`config.mk`:
```
export PLATFORM = sky130hd
export DESIGN_NAME = jogo_desafio_memoria
export DESIGN_NICKNAME = d
export VERILOG_FILES = /design/src/rtl/jogo_desafio_memoria.sv
export SDC_FILE = /design/constraint.sdc
export NUM_CORES = 1
export LEC_CHECK = 0
export ABC_CLOCK_PERIOD_IN_PS = 7900
export CAP_MARGIN = 0
export CORE_MARGIN = 2
export CORE_UTILIZATION = 62
export CTS_CLUSTER_SIZE = 12
export DETAILED_ROUTE_END_ITERATION = 10
export HOLD_SLACK_MARGIN = 0.12
export PLACE_DENSITY = 0.86
export SYNTH_ARGS = -nofsm -noshare
export SYNTH_HDL_FRONTEND = slang
export SYNTH_SLANG_ARGS = --single-unit
```
`constraint.sdc`:
```
create_clock -name clock -period 7.9 [get_ports clock]
set_clock_uncertainty 0.2 [all_clocks]
set_input_delay 1.975 -clock clock [delete_from_list [all_inputs] [get_ports clock]]
set_output_delay 1.975 -clock clock [all_outputs]
set_load 0.1 [all_outputs]
```
`src/rtl/jogo_desafio_memoria.sv`:
```
// Memory-challenge game: FSM, counters, 16x4 play RAM, press edge detector and 7-seg debug outputs.
// Latency: a press reaches the compare state two clocks after its rising edge; outputs are Moore except leds/db_tem_jogada.
// Backpressure: none; presses outside the wait states only update the play register, and a held press counts once.
// Ports: clock/reset (async, active-low), iniciar start request, botoes one-hot buttons;
//        ganhou/perdeu/pronto game result, leds, 7-seg debug digits (gfedcba, active-low), raw debug flags, db_Q timer.
module jogo_desafio_memoria #(
    parameter int T_MOSTRA  = 2000,
    parameter int T_TIMEOUT = 5000
) (
    input  logic        clock,
    input  logic        reset,
    input  logic        iniciar,
    input  logic [3:0]  botoes,
    output logic        ganhou,
    output logic        perdeu,
    output logic        pronto,
    output logic [3:0]  leds,
    output logic [6:0]  db_contagem,
    output logic [6:0]  db_memoria,
    output logic [6:0]  db_estado,
    output logic [6:0]  db_jogadafeita,
    output logic [6:0]  db_rodada,
    output logic        db_clock,
    output logic        db_tem_jogada,
    output logic        db_timeout,
    output logic        db_jogada_correta,
    output logic        db_enderecoIgualRodada,
    output logic        db_grava,
    output logic [12:0] db_Q
);

    localparam int MW = $clog2(T_MOSTRA + 1);

    typedef enum logic [3:0] {
        INICIAL      = 4'h0,
        PREPARA      = 4'h1,
        MOSTRA       = 4'h2,
        ESPERA       = 4'h3,
        REGISTRA     = 4'h4,
        COMPARA      = 4'h5,
        PROXIMO      = 4'h6,
        ESPERA_ESC   = 4'h7,
        REGISTRA_ESC = 4'h8,
        GRAVA        = 4'h9,
        PROX_RODADA  = 4'hA,
        GANHOU       = 4'hB,
        PERDEU       = 4'hE,
        PERDEU_TO    = 4'hF
    } estado_t;

    estado_t        estado_q, estado_d;
    logic [3:0]     botoes_q, botoes_d;
    logic [3:0]     jogada_q, jogada_d;
    logic [3:0]     endereco_q, endereco_d;
    logic [3:0]     rodada_q, rodada_d;
    logic [MW-1:0]  mostra_q, mostra_d;
    logic [12:0]    tempo_q, tempo_d;
    logic [3:0]     mem_q [16];
    logic [3:0]     mem_d [16];

    logic           tem_jogada;
    logic [3:0]     dado_mem;
    logic           jogada_correta;
    logic           endereco_igual;
    logic           tempo_esgotado;
    logic           grava;
    logic           ganhou_c, perdeu_c, pronto_c, timeout_c;
    logic [3:0]     leds_c;

    function automatic logic [6:0] hex7seg(input logic [3:0] v);
        logic [6:0] s;
        case (v)
            4'h0: s = 7'b1000000;
            4'h1: s = 7'b1111001;
            4'h2: s = 7'b0100100;
            4'h3: s = 7'b0110000;
            4'h4: s = 7'b0011001;
            4'h5: s = 7'b0010010;
            4'h6: s = 7'b0000010;
            4'h7: s = 7'b1111000;
            4'h8: s = 7'b0000000;
            4'h9: s = 7'b0010000;
            4'hA: s = 7'b0001000;
            4'hB: s = 7'b0000011;
            4'hC: s = 7'b1000110;
            4'hD: s = 7'b0100001;
            4'hE: s = 7'b0000110;
            default: s = 7'b0001110;
        endcase
        return s;
    endfunction

    // A play is the first cycle in which any button is down after all were released.
    assign tem_jogada     = (|botoes) & ~(|botoes_q);
    assign dado_mem       = mem_q[endereco_q];
    assign jogada_correta = (jogada_q == dado_mem);
    assign endereco_igual = (endereco_q == rodada_q);
    assign tempo_esgotado = (tempo_q == 13'(T_TIMEOUT - 1));

    always_comb begin
        estado_d   = estado_q;
        botoes_d   = botoes;
        jogada_d   = tem_jogada ? botoes : jogada_q;
        endereco_d = endereco_q;
        rodada_d   = rodada_q;
        mostra_d   = '0;
        tempo_d    = '0;   // timer only survives while waiting for a play
        mem_d      = mem_q;
        grava      = 1'b0;
        ganhou_c   = 1'b0;
        perdeu_c   = 1'b0;
        pronto_c   = 1'b0;
        timeout_c  = 1'b0;
        leds_c     = 4'b0000;

        case (estado_q)
            INICIAL: begin
                if (iniciar) estado_d = PREPARA;
            end
            PREPARA: begin
                endereco_d = 4'd0;
                rodada_d   = 4'd0;
                estado_d   = MOSTRA;
            end
            MOSTRA: begin
                leds_c = mem_q[0];
                if (mostra_q == MW'(T_MOSTRA - 1)) estado_d = ESPERA;
                else                               mostra_d = mostra_q + 1'b1;
            end
            ESPERA: begin
                leds_c = botoes;
                if (tem_jogada)          estado_d = REGISTRA;
                else if (tempo_esgotado) estado_d = PERDEU_TO;
                else                     tempo_d  = tempo_q + 13'd1;
            end
            REGISTRA: estado_d = COMPARA;
            COMPARA: begin
                if (!jogada_correta) begin
                    estado_d = PERDEU;
                end else if (endereco_igual) begin
                    if (rodada_q == 4'd15) begin
                        estado_d = GANHOU;
                    end else begin
                        // the new play goes one slot past the last repeated one
                        endereco_d = endereco_q + 4'd1;
                        estado_d   = ESPERA_ESC;
                    end
                end else begin
                    estado_d = PROXIMO;
                end
            end
            PROXIMO: begin
                endereco_d = endereco_q + 4'd1;
                estado_d   = ESPERA;
            end
            ESPERA_ESC: begin
                leds_c = botoes;
                if (tem_jogada)          estado_d = REGISTRA_ESC;
                else if (tempo_esgotado) estado_d = PERDEU_TO;
                else                     tempo_d  = tempo_q + 13'd1;
            end
            REGISTRA_ESC: estado_d = GRAVA;
            GRAVA: begin
                grava               = 1'b1;
                mem_d[endereco_q]   = jogada_q;
                estado_d            = PROX_RODADA;
            end
            PROX_RODADA: begin
                rodada_d   = rodada_q + 4'd1;
                endereco_d = 4'd0;
                estado_d   = ESPERA;
            end
            GANHOU: begin
                ganhou_c = 1'b1;
                pronto_c = 1'b1;
                if (iniciar) estado_d = PREPARA;
            end
            PERDEU: begin
                perdeu_c = 1'b1;
                pronto_c = 1'b1;
                if (iniciar) estado_d = PREPARA;
            end
            PERDEU_TO: begin
                perdeu_c  = 1'b1;
                pronto_c  = 1'b1;
                timeout_c = 1'b1;
                if (iniciar) estado_d = PREPARA;
            end
            default: estado_d = INICIAL;
        endcase
    end

    always_ff @(posedge clock or negedge reset) begin
        if (!reset) begin
            estado_q   <= INICIAL;
            botoes_q   <= 4'b0000;
            jogada_q   <= 4'b0000;
            endereco_q <= 4'd0;
            rodada_q   <= 4'd0;
            mostra_q   <= '0;
            tempo_q    <= '0;
            for (int i = 0; i < 16; i++) begin
                mem_q[i] <= (i == 0) ? 4'b0001 : 4'b0000;
            end
        end else begin
            estado_q   <= estado_d;
            botoes_q   <= botoes_d;
            jogada_q   <= jogada_d;
            endereco_q <= endereco_d;
            rodada_q   <= rodada_d;
            mostra_q   <= mostra_d;
            tempo_q    <= tempo_d;
            mem_q      <= mem_d;
        end
    end

    assign ganhou         = ganhou_c;
    assign perdeu         = perdeu_c;
    assign pronto         = pronto_c;
    assign leds           = leds_c;
    assign db_contagem    = hex7seg(endereco_q);
    assign db_memoria     = hex7seg(dado_mem);
    assign db_estado      = hex7seg(estado_q);
    assign db_jogadafeita = hex7seg(jogada_q);
    assign db_rodada      = hex7seg(rodada_q);
    assign db_clock       = clock;
    assign db_tem_jogada  = tem_jogada;
    assign db_timeout     = timeout_c;
    assign db_grava       = grava;
    assign db_Q           = tempo_q;
    // Compare flags are held low while idle so that reset leaves every flag low.
    assign db_jogada_correta      = (estado_q != INICIAL) && jogada_correta;
    assign db_enderecoIgualRodada = (estado_q != INICIAL) && endereco_igual;

endmodule

```
* Word level (Yosys, flattened, before mapping) *
Memory sizes are Yosys's and may differ from the RTL's.
Index checks and enable logic that the tools add are counted.

storage, ports and cells
  bits in registers = 108
  ROM bits = 560
  input bits = 7
  output and inout port bits = 61
  logic and storage cells = 108
  memories kept = 5

cells by class
  $add $sub $neg = 4
  magnitude comparators = 2
  equality and inequality tests = 23
  mux-type cells = 31
  bitwise operators = 3
  reductions and logical operators = 17

memory list
  name              words  width  rd ports  clocked after memory_dff  write ports  RTL line  source
  (name not given)  16     7      1         0                         0            72        case (v)
  (name not given)  16     7      1         0                         0            72
  (name not given)  16     7      1         0                         0            72
  (name not given)  16     7      1         0                         0            72
  (name not given)  16     7      1         0                         0            72

operator list
  operator                                                  count
  bitwise mux 64 bit                                        1
  2-to-1 mux 4 bit                                          14
  one-hot mux 4 bit (10 select lines)                       1
  2-to-1 mux 13 bit                                         3
  == test 4 bit, second input constant                      7
  2-to-1 mux 11 bit                                         2
  binary-select mux 4 bit (select 4 bit)                    1
  demux 4 bit (select 4 bit)                                1
  == test 4 x 3 -> 1 bit, second input constant             4
  one-hot mux 4 bit (2 select lines)                        2
  adder 13 x 1 -> 13 bit, second input constant             1
  == test 13 bit, second input constant                     1
  one-hot mux 4 bit (3 select lines)                        1
  OR reduction 4 bit                                        3
  adder 11 x 1 -> 11 bit, second input constant             1
  == test 11 bit, second input constant                     1
  adder 4 x 1 -> 4 bit, second input constant               2
  == test 4 x 2 -> 1 bit, second input constant             2
  == test 4 bit                                             2
  != test 2 bit, second input constant                      4
  OR reduction 2 bit                                        4
  greater-or-equal comparator 5 bit, second input constant  1
  < comparator 5 x 1 -> 1 bit, second input constant        1
  2-to-1 mux 1 bit                                          5
  other kinds (13)                                          15

* Longest topological paths before layout *
  depth after elaboration = 7
  depth in mapped cells = 12
  mapped depth without buffers = 9

==> results.cfg <==
[pwr]
ir_drop_uv = 491
powerDensity_nw_per_um2 = 322
p_leak_nw = 3.28

[setup_path]
rr_startpoint = endereco_q[1]
path_class = clock port to primary output
startpoint = clock
slowest_stage = clkdlybuf4s50_1
worstReg2RegEnd = endereco_q[3]
rrSetupSlack_ns = 4.01
crit_path_start_kind = clock port
path_delay_family = buffers and inverters
crit_top_cell = clkbuf_8
critPathMaxStageDelay_ns = 0.95
cp.buffers_inverters = 3
reg2regPathDepth = 8
worstPathMaxFanout = 2
path_cells = clkbuf_8 > clkbuf_8 > clkdlybuf4s50_1
crit_required_ns = 5.73
cp.arrival_ns = 5.13
end_kind = primary output

[synth]
syn_avg_cell_area_um2 = 9.64
ys_seq_area_share_pct = 40.7
syn_area_um2 = 6640
synthesis.nets = 726
syn_inst = 689
synthArstFlopShare_pct = 100
ys_types = 60
synth-seq-cells = 108
synth_edf_count = 0
ys_warn_count = 0
ys.flop_type = dfrtp_1

[placed_design]
dp.cells = 851
place_hpwl_um = 11100
place_ws_ns = 0.835
gp_congestion = 0.933
placed_cell_area_um2 = 7300
io_buffers = 67

[cells_and_area]
syn2layout_area_growth_pct = 13.6
final_cells = 870
final_nets = 766
num_antenna_cells = 0
design_area_um2 = 7540
drive_gt1_share_pct = 11.7

[detailed_routing]
drtPass1Iterations = 5
wl_um = 15900
ant_nets = 0
vias_per_cell = 6.30
drc_errors = 0
num_vias = 5483
drt_iter0_drc = 536
avgRoutedWirePerCell_um = 18.3

[worst_hold_path]
whs_path_depth = 2
min_path_type = register to register
hold_start = mem_q[53]
min_to = mem_q[53]

[timing]
worst_pin_slew_ns = 1.14
slew_headroom_pct = 23.8
setup_viol = 0
grt_setup_unrepaired = false
maxSlewViolCount = 0
fin_tns_setup_ns = 0
setup_slack_ns = 0.595
finalHoldViolations = 0

[global_routing]
overflow = 0
first_global_vias = 5228
grt_pass1_wl_um = 26800
grt_usage_pct = 29.4
antenna_found_initial = 0
grt_max_degree = 70

[outcome]
status = complete, no violations

[floorplan]
core-area_um2 = 10400
ios = 68
die_y_um = 107
die_w_um = 107
dieArea_um2 = 11600
core.rowCount = 37
initial_core_util_pct = 64.0

[run]
cap_violations = 0

[clock_tree]
clock_latency_ns = 0.49
cts.reportedPaths.clkPinSlew_ns = 0.11
ctsResizeCount = 0
cts_tree = built
post-cts-setup-buffers = 0
cts_hold_buf = 0
==> stage by stage <==
stage | hold WS [ns] | total power [W] | utilization [%]
floorplan | 0.242 | 0.00176 | -
global placement | 0.254 | 0.00200 | 70.4
detailed placement | 0.267 | 0.00203 | 70.4
CTS | 0.291 | 0.00242 | 72.8
global route | 0.305 | 0.00254 | 72.8
finish | 0.294 | 0.00243 | 72.8
==> metal layers <==
metal	up-vias	GRT usage, %	part of all wire (%)
met5	-	0	0
met4	0	10.8	2.0
met3	29	4.54	6.1
met2	235	47.4	49
met1	2696	40.5	43
li1	2523	-	-
==> power breakdown <==
group	internal [W]	switching (W)
clock	0.000192	0.000248
sequential	0.000573	0.0000790
combinational	0.000351	0.000984
==> worst register-to-register path: stages (launching register included) <==
cell and delay, ns:
dfrtp_1 1.11, buf_4 0.35, mux2i_1 0.11, a221oi_2 0.36
o21ai_1 0.18, a21o_1 0.24, a221o_1 0.44, or4_4 0.62
o211ai_1 0.20
==> worst max path at each step <==
stage | end | depth (start not counted)
floorplan | db_clock | 1
global placement | db_clock | 1
detailed placement | db_clock | 1
CTS | db_clock | 3
global route | db_clock | 3
finish | db_clock | 3
==> cell usage after synthesis, types with 3 or more instances <==
cell type | instances | area, um2
a21o_1 | 5 | 37.5
a21oi_1 | 27 | 135
a22o_1 | 5 | 43.8
a22oi_1 | 13 | 97.6
and3_1 | 16 | 100
buf_1 | 3 | 11.3
buf_2 | 10 | 50.1
buf_6 | 3 | 33.8
clkbuf_1 | 27 | 101
dfrtp_1 | 107 | 2680
ha_1 | 30 | 375
inv_1 | 22 | 82.6
mux2_2 | 56 | 631
mux2i_1 | 30 | 300
mux4_1 | 6 | 158
nand2_1 | 69 | 259
nand2b_1 | 3 | 18.8
nand3_1 | 25 | 125
nand3b_1 | 3 | 22.5
nand4_1 | 5 | 31.3
nor2_1 | 75 | 282
nor2b_1 | 6 | 37.5
nor3_1 | 7 | 35.0
nor4b_1 | 3 | 26.3
o211ai_1 | 6 | 45.0
o21ai_0 | 48 | 240
o22ai_1 | 5 | 31.3
o31ai_1 | 3 | 22.5
o41ai_1 | 3 | 26.3
xnor2_1 | 19 | 166
xor2_1 | 11 | 96.3
==> state kept, by name (all words and copies together), names as in the netlist <==
| register | flops |
|---|---|
| mostra_q | 11 |
| botoes_q | 4 |
| db_Q | 13 |
| jogada_q | 4 |
| estado_q | 4 |
| endereco_q | 4 |
| rodada_q | 4 |
| mem_q | 64 |
==> layout make-up <==
type / count / area (um2)
Multi-Input combinational cell: 513 / 3640
Clock buffer: 13 / 175
Tap cell: 136 / 170
Fill cell: 747 / 2830
Sequential cell: 108 / 2700
Timing Repair Buffer: 69 / 681
Inverter: 24 / 90.1
Clock inverter: 7 / 83.8
==> logic make-up after synthesis <==
kind of cell | synth area share (%)
and+or+nand+nor | 15.5
AOI/OAI and AO/OA | 12.8
buffers and inverters | 4.43
DFF | 40.7
muxes | 16.9
xor gates and xnor gates | 3.96
adders and majority gates | 5.65
==> layout by cell type, fill, tap and decap left out, types with 4 or more instances in the layout <==
cell type,n
a22oi_1,13
xnor2_1,19
and3_1,16
nor3_1,7
mux2_2,56
nand4_1,5
xor2_1,11
mux4_1,6
nor2b_1,6
a21o_1,5
clkdlybuf4s50_1,66
nand3_1,25
clkbuf_8,12
a21oi_1,27
nor2_1,75
ha_1,30
o21ai_0,48
buf_4,4
o211ai_1,6
inv_1,22
o22ai_1,5
a22o_1,5
dfrtp_1,107
nand2_1,69
mux2i_1,30
Note: power is estimated with default switching activity, not from simulation.
